<file path="config.mk">
export PLATFORM = sky130hd
export DESIGN_NAME = cplx_mult_acc
export DESIGN_NICKNAME = d
export VERILOG_FILES = /design/src/rtl/cplx_mult_acc.sv
export SDC_FILE = /design/constraint.sdc
export NUM_CORES = 2
export LEC_CHECK = 0
export ABC_CLOCK_PERIOD_IN_PS = 7940
export CORE_UTILIZATION = 59
export DETAILED_ROUTE_END_ITERATION = 12
export DONT_BUFFER_PORTS = 1
export PLACE_DENSITY_LB_ADDON = 0.2
export SLEW_MARGIN = 25
export SYNTH_ARGS = -nofsm -noshare
export SYNTH_HDL_FRONTEND = slang
export SYNTH_SLANG_ARGS = --single-unit
export TNS_END_PERCENT = 100
</file>
<file path="constraint.sdc">
create_clock -name data_clk_i -period 7.94 [get_ports data_clk_i]
set_input_delay 1.191 -clock data_clk_i [delete_from_list [all_inputs] [get_ports data_clk_i]]
set_output_delay 1.191 -clock data_clk_i [all_outputs]
set_load 0.03 [all_outputs]
</file>
<file path="src/rtl/cplx_mult_acc.sv">
// Frame-based complex multiply-accumulate: pairs stream-1 and stream-2 samples,
// multiplies them and sums the products over each stream-1 sof..eof frame.
module cplx_mult_acc #(
    parameter int DATA_SIZE = 16,
    parameter int ACC_SIZE  = 48
) (
    input  logic                        data_clk_i,
    input  logic                        data_rst_i,
    input  logic signed [DATA_SIZE-1:0] data1_i_i,
    input  logic signed [DATA_SIZE-1:0] data1_q_i,
    input  logic                        data1_en_i,
    input  logic                        data1_sof_i,
    input  logic                        data1_eof_i,
    input  logic signed [DATA_SIZE-1:0] data2_i_i,
    input  logic signed [DATA_SIZE-1:0] data2_q_i,
    input  logic                        data2_en_i,
    output logic signed [ACC_SIZE-1:0]  data_i_o,
    output logic signed [ACC_SIZE-1:0]  data_q_o,
    output logic                        data_en_o,
    output logic                        data_sof_o,
    output logic                        data_eof_o,
    output logic                        err_o,
    output logic                        data_rst_o,
    output logic                        data_clk_o
);

    localparam int PW = 2 * DATA_SIZE;
    localparam int SW = PW + 1;

    logic signed [DATA_SIZE-1:0] h1_i, h1_q, h2_i, h2_q;
    logic                        h1_vld, h1_sof, h1_eof, h2_vld;
    logic                        fire, drop;

    logic signed [PW-1:0]        p_rr, p_ii, p_ri, p_ir;
    logic                        p_vld, p_sof, p_eof;

    logic signed [SW-1:0]        s_re, s_im;
    logic                        s_vld, s_sof, s_eof;

    logic signed [ACC_SIZE-1:0]  acc_i, acc_q, t_i, t_q, sum_i, sum_q;
    logic                        in_frame;

    assign data_rst_o = data_rst_i;
    assign data_clk_o = data_clk_i;
    assign data_sof_o = data_en_o;
    assign data_eof_o = data_en_o;

    assign fire = h1_vld & h2_vld;
    // A new sample may only replace a hold that is empty or being consumed this cycle.
    assign drop = (data1_en_i & h1_vld & ~fire) | (data2_en_i & h2_vld & ~fire);

    assign t_i   = ACC_SIZE'(s_re);
    assign t_q   = ACC_SIZE'(s_im);
    assign sum_i = acc_i + t_i;
    assign sum_q = acc_q + t_q;

    always_ff @(posedge data_clk_i) begin
        if (data_rst_i) begin
            h1_vld <= 1'b0;
            h1_sof <= 1'b0;
            h1_eof <= 1'b0;
            h1_i   <= '0;
            h1_q   <= '0;
        end else if (data1_en_i && (!h1_vld || fire)) begin
            h1_vld <= 1'b1;
            h1_sof <= data1_sof_i;
            h1_eof <= data1_eof_i;
            h1_i   <= data1_i_i;
            h1_q   <= data1_q_i;
        end else if (fire) begin
            h1_vld <= 1'b0;
        end
    end

    always_ff @(posedge data_clk_i) begin
        if (data_rst_i) begin
            h2_vld <= 1'b0;
            h2_i   <= '0;
            h2_q   <= '0;
        end else if (data2_en_i && (!h2_vld || fire)) begin
            h2_vld <= 1'b1;
            h2_i   <= data2_i_i;
            h2_q   <= data2_q_i;
        end else if (fire) begin
            h2_vld <= 1'b0;
        end
    end

    always_ff @(posedge data_clk_i) begin
        if (data_rst_i) begin
            p_vld <= 1'b0;
            p_sof <= 1'b0;
            p_eof <= 1'b0;
            p_rr  <= '0;
            p_ii  <= '0;
            p_ri  <= '0;
            p_ir  <= '0;
            s_vld <= 1'b0;
            s_sof <= 1'b0;
            s_eof <= 1'b0;
            s_re  <= '0;
            s_im  <= '0;
        end else begin
            p_vld <= fire;
            p_sof <= h1_sof;
            p_eof <= h1_eof;
            p_rr  <= PW'(h1_i) * PW'(h2_i);
            p_ii  <= PW'(h1_q) * PW'(h2_q);
            p_ri  <= PW'(h1_i) * PW'(h2_q);
            p_ir  <= PW'(h1_q) * PW'(h2_i);
            s_vld <= p_vld;
            s_sof <= p_sof;
            s_eof <= p_eof;
            // Extra bit: (-2^(N-1))^2 twice overflows the product width.
            s_re  <= SW'(p_rr) - SW'(p_ii);
            s_im  <= SW'(p_ri) + SW'(p_ir);
        end
    end

    always_ff @(posedge data_clk_i) begin
        if (data_rst_i) begin
            acc_i     <= '0;
            acc_q     <= '0;
            in_frame  <= 1'b0;
            data_i_o  <= '0;
            data_q_o  <= '0;
            data_en_o <= 1'b0;
            err_o     <= 1'b0;
        end else begin
            data_en_o <= 1'b0;
            if (drop) err_o <= 1'b1;
            if (s_vld) begin
                if (s_sof) begin
                    if (in_frame) err_o <= 1'b1;
                    if (s_eof) begin
                        data_i_o  <= t_i;
                        data_q_o  <= t_q;
                        data_en_o <= 1'b1;
                        in_frame  <= 1'b0;
                        acc_i     <= '0;
                        acc_q     <= '0;
                    end else begin
                        acc_i    <= t_i;
                        acc_q    <= t_q;
                        in_frame <= 1'b1;
                    end
                end else if (in_frame) begin
                    if (s_eof) begin
                        data_i_o  <= sum_i;
                        data_q_o  <= sum_q;
                        data_en_o <= 1'b1;
                        in_frame  <= 1'b0;
                        acc_i     <= '0;
                        acc_q     <= '0;
                    end else begin
                        acc_i <= sum_i;
                        acc_q <= sum_q;
                    end
                end
            end
        end
    end

endmodule

</file>
After elaboration in Yosys (flattened, before gate mapping)
Cells that the tools add are included. Widths: inputs -> output; s select.

Add/sub/neg operators: 4. $mul: 4. Mux-type cells: 29. Bitwise gates (word level): 8. Reduce and logical (&&, ||, !) cells: 12.

Operator list (number): $mux 48 (16); $mul 16x16->32 (4); $add 48x33->48 (2); $add 32x32->33 (1); $sub 32x32->33 (1); $mux 1 (13); $reduce_bool 2->1 (3); $and 1x1->1 (5); $reduce_and 3->1 (1); $logic_and 1x1->1 (2); $logic_not 1->1 (2); $logic_or 1x1->1 (2); $not 1->1 (2); $reduce_and 2->1 (1); $reduce_or 2->1 (1); $or 1x1->1 (1).

Bits in registers: 463. Input bits: 70. Output and inout bits: 102. Logic and storage cells: 84.

Logic depth before layout (Yosys ltp)
Word-level depth: 8. Gate-level depth with buffers: 25.

==> flow_results.xml <==
<?xml version="1.0" encoding="UTF-8"?>
<metrics>
  <group name="finish">
    <metric name="final_layout_size_suffix_gt1_share" unit="%">4.063</metric>
    <metric name="multi_input_comb_area" unit="mm^2">0.04694</metric>
    <metric name="final_common_cell" unit="">inv_1</metric>
    <metric name="fill_count" unit="">8934</metric>
    <metric name="nNetsFinal" unit="">8575</metric>
    <metric name="area.sequential" unit="mm^2">0.009275</metric>
    <metric name="flow.area_growth_from_synthesis" unit="%">5.738</metric>
    <metric name="mostFrequentLayoutCells" unit="">inv_1, fa_1, nand2_1</metric>
    <metric name="stdcell_area" unit="mm^2">0.06578</metric>
  </group>
  <group name="pwr">
    <metric name="clockPowerShare" unit="%">30.8</metric>
    <metric name="power_switching" unit="mW">3.753</metric>
    <metric name="comb_power_share" unit="%">39.3</metric>
    <metric name="p_total" unit="mW">9.535</metric>
    <metric name="power.density_cell_area" unit="mW/mm^2">145.0</metric>
    <metric name="p_sw_share" unit="%">39.36</metric>
    <metric name="p_seq_share" unit="%">29.9</metric>
    <metric name="leakagePower" unit="nW">32.97</metric>
    <metric name="intPower" unit="mW">5.782</metric>
    <metric name="vdd_ir_drop_max" unit="V">0.0001953</metric>
  </group>
  <group name="logic_synthesis">
    <metric name="synth_enable_flop_cells" unit="">0</metric>
    <metric name="synth_simple_gate_area_share" unit="%">16.24</metric>
    <metric name="post_synth.cell_area_avg" unit="um^2">8.726</metric>
    <metric name="mapped_cell_area" unit="mm^2">0.06221</metric>
    <metric name="post_synth_mux_area_share" unit="%">0.4988</metric>
    <metric name="synth_top_flop_cell" unit="">dfxtp_1</metric>
    <metric name="synth_cells" unit="">7129</metric>
    <metric name="compound_cell_area_share_of_the_yosys_netlist" unit="%">11.65</metric>
    <metric name="synthAdderAreaFrac" unit="%">43.63</metric>
    <metric name="post_synth_xor_area_fraction" unit="%">3.365</metric>
    <metric name="synth-seq-area-share" unit="%">14.90</metric>
    <metric name="asyncSetResetFlopFracSynth" unit="%">0</metric>
    <metric name="yosys_warnings" unit="">0</metric>
    <metric name="main_combinational_cell_family_by_area_after_synthesis" unit="">adder cells</metric>
    <metric name="ys_seq_elements" unit="">463</metric>
    <metric name="number_of_distinct_library_cells_after_synthesis" unit="">96</metric>
    <metric name="synth.net_count" unit="">8737</metric>
  </group>
  <group name="setup_path">
    <metric name="cp_max_fo" unit="">15</metric>
    <metric name="worstSetupPathType" unit="">flop to flop</metric>
    <metric name="path_cells" unit="">buf_4 -&gt; nand2_1 -&gt; fa_1 -&gt; inv_1 -&gt; fa_1 -&gt; inv_1 -&gt; fa_1 -&gt; inv_1 -&gt; fa_1 -&gt; fa_1 -&gt; inv_1 -&gt; fa_1 -&gt; inv_1 -&gt; ha_1 -&gt; and4_1 -&gt; a211oi_1 -&gt; o21bai_1 -&gt; a21oi_1 -&gt; a211oi_1 -&gt; nor2_1 -&gt; o211ai_1 -&gt; a21o_1 -&gt; a31oi_1 -&gt; mux2_2</metric>
    <metric name="setup.reg_to_reg.worst_slack" unit="ns">0.57</metric>
    <metric name="critical_path.reg2reg.startpoint" unit="">h2_i[7]</metric>
    <metric name="crit_path_top_delay_cell" unit="">dfxtp_1</metric>
    <metric name="end_kind" unit="">flop</metric>
    <metric name="critPathArrivalTime" unit="ns">7.91</metric>
    <metric name="critPathLaunchType" unit="">flop</metric>
    <metric name="timing.critical_path.slowest_cell_delay" unit="ns">0.93</metric>
    <metric name="critPathRequiredTime" unit="ns">8.49</metric>
    <metric name="r2r_cells" unit="">24</metric>
    <metric name="critical-path-top-cell-by-count" unit="">fa_1</metric>
    <metric name="worstReg2RegEnd" unit="">p_rr[29]</metric>
  </group>
  <group name="sta">
    <metric name="drv_slew" unit="">0</metric>
    <metric name="tightestPinTransition" unit="ns">1.150</metric>
    <metric name="rsz_0062_raised_after_global_routing" unit="">false</metric>
    <metric name="fin_tns_setup" unit="ns">0</metric>
    <metric name="maxSlewHeadroom" unit="%">23.23</metric>
    <metric name="period_share" unit="%">92.76</metric>
    <metric name="hold_viol" unit="">0</metric>
    <metric name="clock.fmax" unit="MHz">135.8</metric>
    <metric name="final_period_minus_worst_setup_slack" unit="ns">7.365</metric>
    <metric name="final_setup_violations" unit="">0</metric>
    <metric name="timing.clock.skew" unit="ns">0.03588</metric>
  </group>
  <group name="drt">
    <metric name="finalWirelength" unit="mm">169.9</metric>
    <metric name="ant_nets" unit="">0</metric>
    <metric name="drtPass1Iterations" unit="">6</metric>
    <metric name="dr_total_vias" unit="">47594</metric>
    <metric name="residual_drc_count" unit="">0</metric>
    <metric name="route.detailed.vias_per_inst" unit="">5.665</metric>
    <metric name="drt_iter0_markers" unit="">3235</metric>
    <metric name="routed_wire_length_per_instance" unit="um">20.22</metric>
  </group>
  <group name="clock_tree">
    <metric name="cts_buffer_depth" unit="">3</metric>
    <metric name="postCtsSetupRepairBufs" unit="">0</metric>
    <metric name="clock_latency" unit="ns">0.67</metric>
    <metric name="cts_resized" unit="">0</metric>
    <metric name="hold_buffers" unit="">0</metric>
    <metric name="tritoncts" unit="">done</metric>
    <metric name="cts_sinks" unit="">463</metric>
    <metric name="worst_setup_hold_path_clk_slew" unit="ns">0.06</metric>
    <metric name="cts_inserted_buffers" unit="">57</metric>
    <metric name="cts_root_buffer" unit="">clkbuf_16</metric>
    <metric name="clock_tree.htree_level_count" unit="">2</metric>
  </group>
  <group name="die">
    <metric name="die_area" unit="mm^2">0.1067</metric>
    <metric name="floorplan.initialDensity" unit="%">59.77</metric>
    <metric name="design.portCount" unit="">172</metric>
    <metric name="die_height" unit="um">326.7</metric>
    <metric name="placement_rows" unit="">118</metric>
    <metric name="coreArea" unit="mm^2">0.1041</metric>
    <metric name="die-width" unit="um">326.7</metric>
  </group>
  <group name="run_status">
    <metric name="run_status" unit="">finished clean</metric>
  </group>
  <group name="global_routing">
    <metric name="grt_antenna_before_repair" unit="">12</metric>
    <metric name="via_count_of_the_first_global_routing_pass" unit="">48997</metric>
    <metric name="grt_first_pass_wirelength" unit="mm">271.1</metric>
    <metric name="global_route.overflow_total" unit="">0</metric>
    <metric name="grt.total_usage" unit="%">32.59</metric>
    <metric name="maximum_number_of_pins_on_one_net_before_global_route_repair" unit="">378</metric>
  </group>
  <group name="hold_path">
    <metric name="timing.hold.worst.start" unit="">p_vld</metric>
    <metric name="hold-path-endpoint" unit="">s_vld</metric>
    <metric name="worstHoldPathType" unit="">flop to flop</metric>
    <metric name="hold_path_depth" unit="">1</metric>
  </group>
  <group name="flow_run">
    <metric name="max-cap-violations" unit="">0</metric>
  </group>
  <group name="placement">
    <metric name="gp_routability_congestion" unit="">0.9453</metric>
    <metric name="placement.cell_area" unit="mm^2">0.06364</metric>
    <metric name="post_detail_place_hpwl" unit="mm">134.6</metric>
    <metric name="io_buffer_count" unit="">0</metric>
  </group>
</metrics>
per-stage QoR:
| step | worst slack, ns | util [%] | cells | hold WS, ns |
|---|---|---|---|---|
| detailed placement | 0.6549 | 61.14 | 8288 | 0.4247 |
| CTS | 0.6655 | 63.18 | 8394 | 0.4366 |
| global route | 0.2451 | 63.19 | 8401 | 0.4618 |
| global placement | 0.7798 | 61.14 | 8288 | 0.4186 |
| finish | 0.5748 | 63.20 | 8402 | 0.4322 |
| floorplan | 1.646 | - | 7129 | 0.4138 |
worst max-delay path by stage:
stage	startpoint	end	slack, ns
detailed placement	h2_i[7]	p_rr[29]	0.65
global placement	h2_i[7]	p_rr[29]	0.78
finish	h2_i[7]	p_rr[29]	0.57
floorplan	h2_i[7]	p_ir[29]	1.65
CTS	h2_i[7]	p_rr[29]	0.67
global route	h1_i[15]	p_ri[30]	0.25
cell usage after synthesis, types with 22 or more instances:
| cell type | n | area (um^2) |
|---|---|---|
| mux2i_1 | 22 | 220.2 |
| nand2b_1 | 48 | 300.3 |
| nand2_1 | 795 | 2984 |
| o21ai_1 | 26 | 130.1 |
| fa_1 | 1052 | 21060 |
| xor2_1 | 83 | 727.0 |
| and3_1 | 39 | 244.0 |
| nor2b_1 | 59 | 369.1 |
| a31oi_1 | 47 | 294.0 |
| a21o_1 | 136 | 1021 |
| nand4_1 | 27 | 168.9 |
| o21a_1 | 33 | 247.7 |
| ha_1 | 486 | 6081 |
| and2_1 | 515 | 3222 |
| inv_1 | 1265 | 4748 |
| xnor2_1 | 156 | 1366 |
| dfxtp_1 | 463 | 9269 |
| o21bai_1 | 36 | 270.3 |
| clkbuf_1 | 316 | 1186 |
| nand3_1 | 51 | 255.2 |
| a21oi_1 | 372 | 1862 |
| o21ai_0 | 204 | 1021 |
| nor3_1 | 71 | 355.3 |
| nor2_1 | 461 | 1730 |
| a211oi_1 | 61 | 457.9 |
area by class of cell:
type,instances,share of cell area (%)
multi-input cells,5060,71.36
inverters,1266,7.224
well taps,1380,2.625
clock buffers,68,2.324
clock inverters,38,0.8997
flip-flops and latches,463,14.10
repair buffers,119,1.434
diodes,8,0.03043
power groups by stage:
stage               Sequential [mW]  Combinational [mW]  Clock, mW
global placement               2.89                3.61          0
finish                         2.85                3.75       2.93
floorplan                      2.70                2.76     0.0189
global route                   2.86                4.18       3.08
CTS                            2.84                3.71       2.98
detailed placement             2.89                3.68          0
registers in the layout, summed over array words and instances (netlist names), 16 cells and up:
register  cells
s_im         33
h2_i         16
p_ii         32
h2_q         16
acc_q        48
data_i_o     48
p_ri         32
acc_i        48
h1_i         16
p_ir         32
p_rr         32
s_re         33
data_q_o     48
h1_q         16
worst max-delay path, delay by kind of cell (launching register included):
kind / cells / cell delay [ns]
adders and majority gates: 7 / 3.06
DFF: 1 / 0.93
muxes: 1 / 0.36
and+or+nand+nor: 3 / 0.53
AOI/OAI and AO/OA: 7 / 1.71
buffers and inverters: 6 / 0.68
logic make-up (layout without fill, tap and decap cells):
kind of cell | count (synthesis) | count (layout)
compound gates | 1121 | 1121
xor+xnor | 239 | 239
fa+ha+maj | 1538 | 1538
buf+inv | 1606 | 1491
flops | 463 | 463
mux | 30 | 30
other cells | 0 | 8
simple gates | 2132 | 2132
per-layer routing:
layer | wire (um) | up-vias | global-route usage [%] | part of all wire, %
met4 | 8060 | 4 | 13.77 | 4.7
met2 | 79100 | 1708 | 53.00 | 47
met1 | 70310 | 23566 | 43.64 | 41
met3 | 12420 | 339 | 4.706 | 7.3
met5 | 29 | - | 0 | 0.017
li1 | - | 21977 | - | -
Power figures use the tool's default switching activity.
